--- config.mk ---
export PLATFORM = sky130hd
export DESIGN_NAME = ne16_job_dispatcher
export DESIGN_NICKNAME = d
export VERILOG_FILES = /design/src/rtl/ne16_package.sv /design/src/rtl/ne16_job_dispatcher.sv
export SDC_FILE = /design/constraint.sdc
export NUM_CORES = 1
export LEC_CHECK = 0
export CORE_UTILIZATION = 42
export DETAILED_ROUTE_END_ITERATION = 8
export HOLD_SLACK_MARGIN = 0.03
export PLACE_DENSITY_LB_ADDON = 0.08
export SETUP_SLACK_MARGIN = 0.15
export SYNTH_ARGS = -nofsm -noshare
export SYNTH_HDL_FRONTEND = slang
export SYNTH_SLANG_ARGS = --single-unit
export TNS_END_PERCENT = 1
--- constraint.sdc ---
create_clock -name clk_i -period 3.11 [get_ports clk_i]
set_clock_uncertainty 0.15 [all_clocks]
set_input_delay 0.622 -clock clk_i [delete_from_list [all_inputs] [get_ports clk_i]]
set_output_delay 0.622 -clock clk_i [all_outputs]
set_load 0.05 [all_outputs]
--- src/rtl/ne16_package.sv ---
// ne16_package
//   Shared definitions for the NE16 job dispatcher:
//   - ne16_state_e   : dispatcher FSM state encoding
//   - NE16_REG_*     : NE16 register offsets relative to the register file base
//   - NE16_ACQ_BUSY  : bit of the acquire response that signals "no job slot free"
//   - ne16_job_addr  : absolute address of a job-register beat

package ne16_package;

    typedef enum logic [2:0] {
        IDLE     = 3'd0,
        ACQ_REQ  = 3'd1,
        ACQ_WAIT = 3'd2,
        RETRY    = 3'd3,
        CFG      = 3'd4,
        TRIG     = 3'd5,
        WAIT_EVT = 3'd6,
        DRAIN    = 3'd7
    } ne16_state_e;

    localparam logic [31:0] NE16_REG_TRIGGER  = 32'h0000_0000;
    localparam logic [31:0] NE16_REG_ACQUIRE  = 32'h0000_0004;
    localparam logic [31:0] NE16_REG_JOB_BASE = 32'h0000_0020;

    localparam int unsigned NE16_ACQ_BUSY = 31;

    function automatic logic [31:0] ne16_job_addr(input logic [31:0] base,
                                                  input logic [7:0]  offset);
        return base + NE16_REG_JOB_BASE + {24'h00_0000, offset};
    endfunction

endpackage

--- src/rtl/ne16_job_dispatcher.sv ---
// ne16_job_dispatcher
//   Acquires an NE16 job slot over the register port, streams a job
//   descriptor into the job registers, triggers the job and waits for the
//   end-of-job event. A busy acquire is retried after a gap; when the retry
//   budget is exhausted the descriptor is drained and error_o pulses.
//
// Ports
//   clk_i, rst_ni        clock, asynchronous active-low reset
//   clear_i              synchronous soft clear (back to IDLE, counters zeroed)
//   cfg_valid_i/ready_o  job descriptor beat handshake
//   cfg_offset_i         byte offset of the beat inside the job register area
//   cfg_data_i           beat value
//   cfg_last_i           final beat of the descriptor
//   evt_i                NE16 end-of-job event
//   periph_*             register-port initiator (req/gnt, r_valid response)
//   job_done_o           one-cycle pulse when the job completes
//   job_id_o             id of the acquired / completed job
//   error_o              one-cycle pulse when acquire retries are exhausted
//   busy_o               high whenever the FSM is not IDLE
//   state_o              current FSM state (observability)
//
// Handshakes: a cfg beat transfers on a cycle with cfg_valid_i & cfg_ready_o;
// a periph request transfers on a cycle with periph_req_o & periph_gnt_i, and
// its address/data/id stay stable until then. The cfg source must hold its
// beat stable while cfg_valid_i is high and cfg_ready_o is low.

module ne16_job_dispatcher
    import ne16_package::*;
#(
    parameter int unsigned ID_WIDTH  = 8,
    parameter logic [31:0] BASE_ADDR = 32'h0000_0000,
    parameter int unsigned MAX_RETRY = 16,
    parameter int unsigned RETRY_GAP = 4
) (
    input  logic                clk_i,
    input  logic                rst_ni,
    input  logic                clear_i,

    input  logic                cfg_valid_i,
    output logic                cfg_ready_o,
    input  logic [7:0]          cfg_offset_i,
    input  logic [31:0]         cfg_data_i,
    input  logic                cfg_last_i,

    input  logic                evt_i,

    output logic                periph_req_o,
    input  logic                periph_gnt_i,
    output logic [31:0]         periph_add_o,
    output logic                periph_wen_o,
    output logic [3:0]          periph_be_o,
    output logic [31:0]         periph_data_o,
    output logic [ID_WIDTH-1:0] periph_id_o,
    input  logic                periph_r_valid_i,
    input  logic [31:0]         periph_r_data_i,
    input  logic [ID_WIDTH-1:0] periph_r_id_i,

    output logic                job_done_o,
    output logic [7:0]          job_id_o,
    output logic                error_o,
    output logic                busy_o,
    output ne16_state_e         state_o
);

    localparam logic [15:0]         MAX_RETRY_C = 16'(MAX_RETRY);
    localparam logic [15:0]         GAP_LAST_C  = 16'(RETRY_GAP - 1);
    localparam logic [ID_WIDTH-1:0] ID_ONE      = ID_WIDTH'(1);

    ne16_state_e         state_q, state_d;
    logic [15:0]         retry_q, retry_d;
    logic [15:0]         gap_q, gap_d;
    logic [ID_WIDTH-1:0] id_q, id_d;
    logic [ID_WIDTH-1:0] issued_id_q, issued_id_d;
    logic [7:0]          job_id_q, job_id_d;
    logic                job_done_q, job_done_d;
    logic                error_q, error_d;

    logic                req;
    logic [31:0]         add;
    logic                wen;
    logic [3:0]          be;
    logic [31:0]         wdata;
    logic                cfg_ready;

    // Only the busy flag and the job id are taken from acquire responses.
    logic unused_rdata;
    assign unused_rdata = ^periph_r_data_i[30:8];

    always_ff @(posedge clk_i or negedge rst_ni) begin
        if (!rst_ni) begin
            state_q     <= IDLE;
            retry_q     <= '0;
            gap_q       <= '0;
            id_q        <= '0;
            issued_id_q <= '0;
            job_id_q    <= '0;
            job_done_q  <= 1'b0;
            error_q     <= 1'b0;
        end else begin
            state_q     <= state_d;
            retry_q     <= retry_d;
            gap_q       <= gap_d;
            id_q        <= id_d;
            issued_id_q <= issued_id_d;
            job_id_q    <= job_id_d;
            job_done_q  <= job_done_d;
            error_q     <= error_d;
        end
    end

    always_comb begin
        state_d     = state_q;
        retry_d     = retry_q;
        gap_d       = gap_q;
        id_d        = id_q;
        issued_id_d = issued_id_q;
        job_id_d    = job_id_q;
        job_done_d  = 1'b0;
        error_d     = 1'b0;

        req       = 1'b0;
        add       = 32'h0000_0000;
        wen       = 1'b1;
        be        = 4'h0;
        wdata     = 32'h0000_0000;
        cfg_ready = 1'b0;

        unique case (state_q)
            IDLE: begin
                retry_d = '0;
                gap_d   = '0;
                // The beat that wakes us up stays pending until CFG or DRAIN.
                if (cfg_valid_i) begin
                    state_d = ACQ_REQ;
                end
            end

            ACQ_REQ: begin
                req = 1'b1;
                add = BASE_ADDR + NE16_REG_ACQUIRE;
                wen = 1'b1;
                be  = 4'hF;
                if (periph_gnt_i) begin
                    issued_id_d = id_q;
                    state_d     = ACQ_WAIT;
                end
            end

            ACQ_WAIT: begin
                if (periph_r_valid_i && (periph_r_id_i == issued_id_q)) begin
                    if (periph_r_data_i[NE16_ACQ_BUSY]) begin
                        gap_d   = '0;
                        state_d = RETRY;
                    end else begin
                        job_id_d = periph_r_data_i[7:0];
                        retry_d  = '0;
                        state_d  = CFG;
                    end
                end
            end

            RETRY: begin
                if (gap_q == GAP_LAST_C) begin
                    gap_d   = '0;
                    retry_d = retry_q + 16'd1;
                    if ((retry_q + 16'd1) == MAX_RETRY_C) begin
                        error_d = 1'b1;
                        state_d = DRAIN;
                    end else begin
                        state_d = ACQ_REQ;
                    end
                end else begin
                    gap_d = gap_q + 16'd1;
                end
            end

            CFG: begin
                // Beats map 1:1 onto register writes; the grant is the beat's ready.
                req       = cfg_valid_i;
                add       = ne16_job_addr(BASE_ADDR, cfg_offset_i);
                wen       = 1'b0;
                be        = 4'hF;
                wdata     = cfg_data_i;
                cfg_ready = periph_gnt_i;
                if (cfg_valid_i && periph_gnt_i && cfg_last_i) begin
                    state_d = TRIG;
                end
            end

            TRIG: begin
                req   = 1'b1;
                add   = BASE_ADDR + NE16_REG_TRIGGER;
                wen   = 1'b0;
                be    = 4'hF;
                wdata = 32'h0000_0000;
                if (periph_gnt_i) begin
                    state_d = WAIT_EVT;
                end
            end

            WAIT_EVT: begin
                if (evt_i) begin
                    job_done_d = 1'b1;
                    state_d    = IDLE;
                end
            end

            DRAIN: begin
                cfg_ready = 1'b1;
                if (cfg_valid_i && cfg_last_i) begin
                    state_d = IDLE;
                end
            end

            default: begin
                state_d = IDLE;
            end
        endcase

        // Clear wins over everything: no request or beat is accepted in the
        // clear cycle, so nothing half-transfers across it.
        if (clear_i) begin
            req       = 1'b0;
            cfg_ready = 1'b0;
        end

        if (req && periph_gnt_i) begin
            id_d = id_q + ID_ONE;
        end

        if (clear_i) begin
            state_d    = IDLE;
            retry_d    = '0;
            gap_d      = '0;
            id_d       = '0;
            job_done_d = 1'b0;
            error_d    = 1'b0;
        end
    end

    assign periph_req_o  = req;
    assign periph_add_o  = add;
    assign periph_wen_o  = wen;
    assign periph_be_o   = be;
    assign periph_data_o = wdata;
    assign periph_id_o   = id_q;

    assign cfg_ready_o = cfg_ready;
    assign job_done_o  = job_done_q;
    assign job_id_o    = job_id_q;
    assign error_o     = error_q;
    assign busy_o      = (state_q != IDLE);
    assign state_o     = state_q;

endmodule

== After elaboration in Yosys (flattened, before gate mapping) ==
Index checks and enable logic that the tools add are counted.

* Bits in registers: 61
* Output and inout bits: 93
* Bits of input ports: 88

* Add/sub/neg operators: 4
* Reductions and logical operators: 17
* Equality and inequality tests: 20
* Bitwise logic cells: 1
* Mux-type cells: 39

{| class="wikitable"
|+ Operators with widths
! cell !! number
|-
| 2-to-1 mux 16 bit || 8
|-
| case mux 16 bit (3 select lines) || 2
|-
| 2-to-1 mux 3 bit || 11
|-
| adder 16 x 1 -> 16 bit, second input constant || 2
|-
| 2-to-1 mux 32 bit || 1
|-
| inequality test 3 bit, second input constant || 10
|-
| case mux 3 bit (8 select lines) || 1
|-
| case mux 9 bit (2 select lines) || 1
|-
| == test 16 x 2 -> 1 bit, second input constant || 1
|-
| == test 16 x 5 -> 1 bit, second input constant || 1
|-
| 2-to-1 mux 8 bit || 2
|-
| == test 3 bit, second input constant || 4
|-
| 2-to-1 mux 1 bit || 10
|-
| adder 6 x 8 -> 9 bit, first input constant || 1
|-
| adder 8 x 1 -> 8 bit, second input constant || 1
|-
| == test 8 bit || 1
|-
| AND reduction 8 bit || 1
|-
| == test 3 x 2 -> 1 bit, second input constant || 2
|-
| AND reduction 3 bit || 2
|-
| logical AND 1 bit || 5
|-
| 2-to-1 mux 4 bit || 1
|-
| case mux 1 bit (2 select lines) || 2
|-
| AND reduction 4 bit || 1
|-
| nonzero test 4 bit || 1
|-
| other kinds (8) || 9
|}

== Longest topological paths before layout ==
* Depth in word-level cells: 7
* Depth in mapped cells: 9

== Worst setup path after synthesis ==
No wires, ideal clock.

* Path kind: reg-to-reg
* From: reg state_q[0] (netlist: state_o[0])
* To: reg id_q[5] (netlist: periph_id_o[5])
* Arrival time: 3,185 ps
* Period minus slack after synthesis: 3,413 ps
* Cell stages (with the launch flop): 9
* Library setup time: 78 ps
* Setup slack: -303 ps
* Required time: 2,882 ps
* Cells stage by stage: dfrtp_1 > clkbuf_1 > a21oi_1 > nor3_1 > and2_1 > buf_2 > nand4_1 > or3_1 > a21oi_1

* Word-level cells in the longest chain between the ends: 6
* Elaborated cells on any way between the ends: 8
* Classes of those cells: eq/ne: 3; mux: 2; reduce/logical: 3

{| class="wikitable"
|+ RTL lines
! item !! line !! text
|-
| start, declared || ne16_job_dispatcher.sv:69 || <nowiki>ne16_state_e state_q, state_d;</nowiki>
|-
| start signal, assigned || ne16_job_dispatcher.sv:100 || <nowiki>state_q <= state_d;</nowiki>
|-
| == test 3 bit / == test 3 x 1 -> 1 bit (equally long branches) || ne16_job_dispatcher.sv:128 || <nowiki>unique case (state_q)</nowiki>
|-
| OR reduction 2 bit (no source line) || n/a ||
|-
| case mux 1 bit (2 select lines) (*) || ne16_job_dispatcher.sv:128 ||
|-
| 2-to-1 mux 1 bit (*) || ne16_job_dispatcher.sv:222 || <nowiki>if (clear_i) begin</nowiki>
|-
| via periph_req_o || ne16_job_dispatcher.sv:47 || <nowiki>output logic periph_req_o,</nowiki>
|-
| logical AND 1 bit (*) || ne16_job_dispatcher.sv:227 || <nowiki>if (req && periph_gnt_i) begin</nowiki>
|-
| nonzero test 2 bit (no source line) (*) || n/a ||
|-
| end signal, assigned || ne16_job_dispatcher.sv:103 || <nowiki>id_q <= id_d;</nowiki>
|-
| end, declared || ne16_job_dispatcher.sv:72 || <nowiki>logic [ID_WIDTH-1:0] id_q, id_d;</nowiki>
|}

Mark *: on every way through the listed nets, which the timed path passes. The rest lies on a longest branch.
A chain may end at the register's enable or synchronous reset.

== Final worst setup path ==
* From: reg state_q[1] (netlist: state_o[1])
* To: out periph_be_o[2]

* Word-level cells in the longest chain between the ends: 3
* Elaborated cells on any way between the ends: 5
* Classes of those cells: eq/ne: 3; mux: 1; reduce/logical: 1

{| class="wikitable"
|+ RTL lines
! item !! line !! text
|-
| == test 3 bit / == test 3 x 1 -> 1 bit (equally long branches) || ne16_job_dispatcher.sv:128 ||
|-
| OR reduction 3 bit (no source line) (*) || n/a ||
|-
| 2-to-1 mux 4 bit (*) || ne16_job_dispatcher.sv:128 ||
|-
| end, declared || ne16_job_dispatcher.sv:51 || <nowiki>output logic [3:0] periph_be_o,</nowiki>
|}

Every way passes the cells marked *; elsewhere a longest branch is shown, timed or not.

==> flow_summary.ini <==
[run_status]
outcome = finished clean

[worst_setup_path]
max_stage_delay_ns = 0.89
crit_type = flip-flop to output pin
worstPathMaxFanout = 9
crit_path_start_kind = flip-flop
endpoint_kind = output pin
critical_path.slowest_cell = clkdlybuf4s50_1
cp.required_ns = 2.34
path_cells = a21oi_1 -> clkdlybuf4s50_1
worstPathArrival_ns = 2.04

[clock_network]
clockBufferDepth = 2
clkSinkCount = 61
cts_max_level = 3
tritoncts = done
post_cts_buffers = 0
clk_pin_slew_ns = 0.08
holdBufCountCts = 0
numCtsBuffers = 9
insertion_delay_ns = 0.34
root_buffer = clkbuf_8
cts_resized = 0

[power]
ir_drop_uv = 395
p_clk_share_pct = 31.3
leakagePower_nw = 2.55
p_int_mw = 1.65
pwr-share-comb_pct = 35.9
pwr-share-seq_pct = 32.8
switching_share_pct = 35.7
powerDensity_nw_per_um2 = 430
power_mw = 2.57
p_sw_mw = 0.917

[routing]
viasPerCell = 5.38
wire_per_inst_um = 15.9
ant_nets = 0
drt_iter0_drc = 166
drtPass1Iterations = 4
drt_wl_total_mm = 11.0
vias = 3733
drcViolationCount = 0

[min_path]
hp-class = primary input to asynchronous set/reset pin

[logic_synthesis]
ys_ff_latch = 61
synth_cell_types = 54
syn-instance-count = 444
async_flop_share_pct = 100
ys_dominant_reg_cell = dfrtp_1
syn_avg_cell_area_um2 = 8.83
synth_edf_count = 0
yosysWarnings = 0
synth_area_um2 = 3920
yosysSeqAreaShare_pct = 38.9

[floorplan]
dieArea_um2 = 9730
start_util_pct = 44.1
dieHeight_um = 98.6
rows = 34
coreArea_um2 = 8890
ioPinCount = 181
die_x_um = 98.6

[final_layout]
drive_gt1_share_pct = 18.1
fillCellCount = 695
final_cells = 694
mostFrequentLayoutCells = 90 x clkdlybuf4s50_1, 61 x dfrtp_1, 43 x and2_1, 43 x buf_12, 35 x nand2_1
mostFrequentLayoutCell = clkdlybuf4s50_1
final_nets = 673
final_area_um2 = 5980
diodes = 0
syn2layout_area_growth_pct = 52.5

[timing]
rsz0062_at_grt = false
hold_ws_ns = 0.126
period_needed_ns = 2.81
max_slew_margin_pct = 54.7
worst_pin_slew_ns = 0.677
setup_ws_ns = 0.297
hold_viol_final = 0
setup_viol = 0
fmax_mhz = 356
fin_crit_sh_pct = 90.4
drv_slew = 0

[grt]
grt_pass1_wl_mm = 17.7
antenna_found_initial = 0
grt_max_degree = 39
grt-ovfl-total = 0
grt_pass1_vias = 3624
track_usage_pct = 23.4

[placed_design]
dp.cells = 678
dpl.hpwl_mm = 8.59
placement.cell_area_um2 = 5750
place.gp.congestion = 0.844
port_buffers = 134
place_ws_ns = 0.0865

[job]
maxCapViolations = 0
-- Yosys cell counts (3+ instances only) --
library cell	instances	share of area, %
a21oi_1	15	1.9
a31oi_1	4	0.64
and2_1	43	6.9
and3_1	11	1.8
and4_1	3	0.67
buf_2	3	0.38
buf_4	26	5.0
clkbuf_1	16	1.5
dfrtp_1	61	39
ha_1	4	1.3
inv_1	5	0.48
mux2_2	16	4.6
nand2_1	35	3.4
nand2b_1	7	1.1
nand3_1	13	1.7
nand3b_1	3	0.57
nand4_1	16	2.6
nor2_1	31	3.0
nor3_1	11	1.4
nor4_1	8	1.3
o21ai_0	25	3.2
o21ai_1	15	1.9
o31ai_1	7	1.3
o31ai_2	6	1.9
o41ai_1	4	0.89
or3_1	4	0.64
xnor2_1	13	2.9
xor2_1	5	1.1
-- flip-flops by register name, indices dropped and copies added, names as in the netlist --
name / count
gap_q: 16
retry_q: 16
error_o: 1
issued_id_q: 8
periph_id_o: 8
job_id_o: 8
state_o: 3
job_done_o: 1
-- power by group through the flow --
stage	logic (mW)	registers [mW]	clock network [mW]
floorplan	0.548	0.902	0
global placement	0.912	0.856	0
detailed placement	0.919	0.857	0
CTS	0.923	0.842	0.820
global route	0.970	0.846	0.850
finish	0.923	0.842	0.805
-- cell type report --
cell class | instances | area (um2) | share of cell area, %
clock buffers | 12 | 155 | 2.60
well taps | 108 | 135 | 2.26
inverters | 6 | 22.5 | 0.377
clock inverters | 4 | 70.1 | 1.17
multi-input cells | 350 | 2160 | 36.1
repair buffers | 153 | 1910 | 31.9
flip-flops and latches | 61 | 1530 | 25.5
-- stage by stage --
step           util, %  setup TNS [ns]
6_report          67.2               0
5_1_grt           67.2               0
4_1_cts           67.2               0
3_5_place_dp      64.7               0
3_3_place_gp      64.7               0
2_1_floorplan        -           -3.80
-- final timing paths --
| kind | startpoint | to | slack (ns) | cells past startpoint |
|---|---|---|---|---|
| worst min register to register | gap_q[15] | gap_q[15] | 0.34 | 1 |
| worst max register to register | gap_q[0] | state_o[1] | 0.62 | 7 |
| min in group clk_i | gap_q[15] | gap_q[15] | 0.34 | 1 |
| max in group asynchronous | rst_ni | job_id_o[1] | 2.07 | 2 |
| worst max-delay path | state_o[1] | periph_be_o[2] | 0.30 | 2 |
| worst min-delay path | rst_ni | gap_q[10] | 0.13 | 1 |
-- per-layer routing --
layer  GRT usage [%]  up-vias  wire length, um
li1                -     1811                -
met1            27.9     1784             4540
met2            39.9      124             5540
met3            7.59       14              771
met4            7.81        0              187
met5               0        -                0
-- cells by family (layout without fill, tap and decap cells) --
group	after synthesis	count (layout)	synth area share [%]
AOI/OAI and AO/OA	93	93	15.6
xor gates and xnor gates	18	18	4.02
adders and majority gates	4	4	1.28
buffers and inverters	55	175	8.23
DFF	61	61	38.9
muxes	18	18	5.11
other	1	23	0.0956
and+or+nand+nor	194	194	26.7
-- worst max-delay path: cells and delay by family (launching register included) --
| family | cells | cell delay (ns) |
|---|---|---|
| AOI/OAI and AO/OA | 1 | 0.35 |
| DFF | 1 | 0.47 |
| buffers and inverters | 1 | 0.89 |
Power figures use the tool's default switching activity.
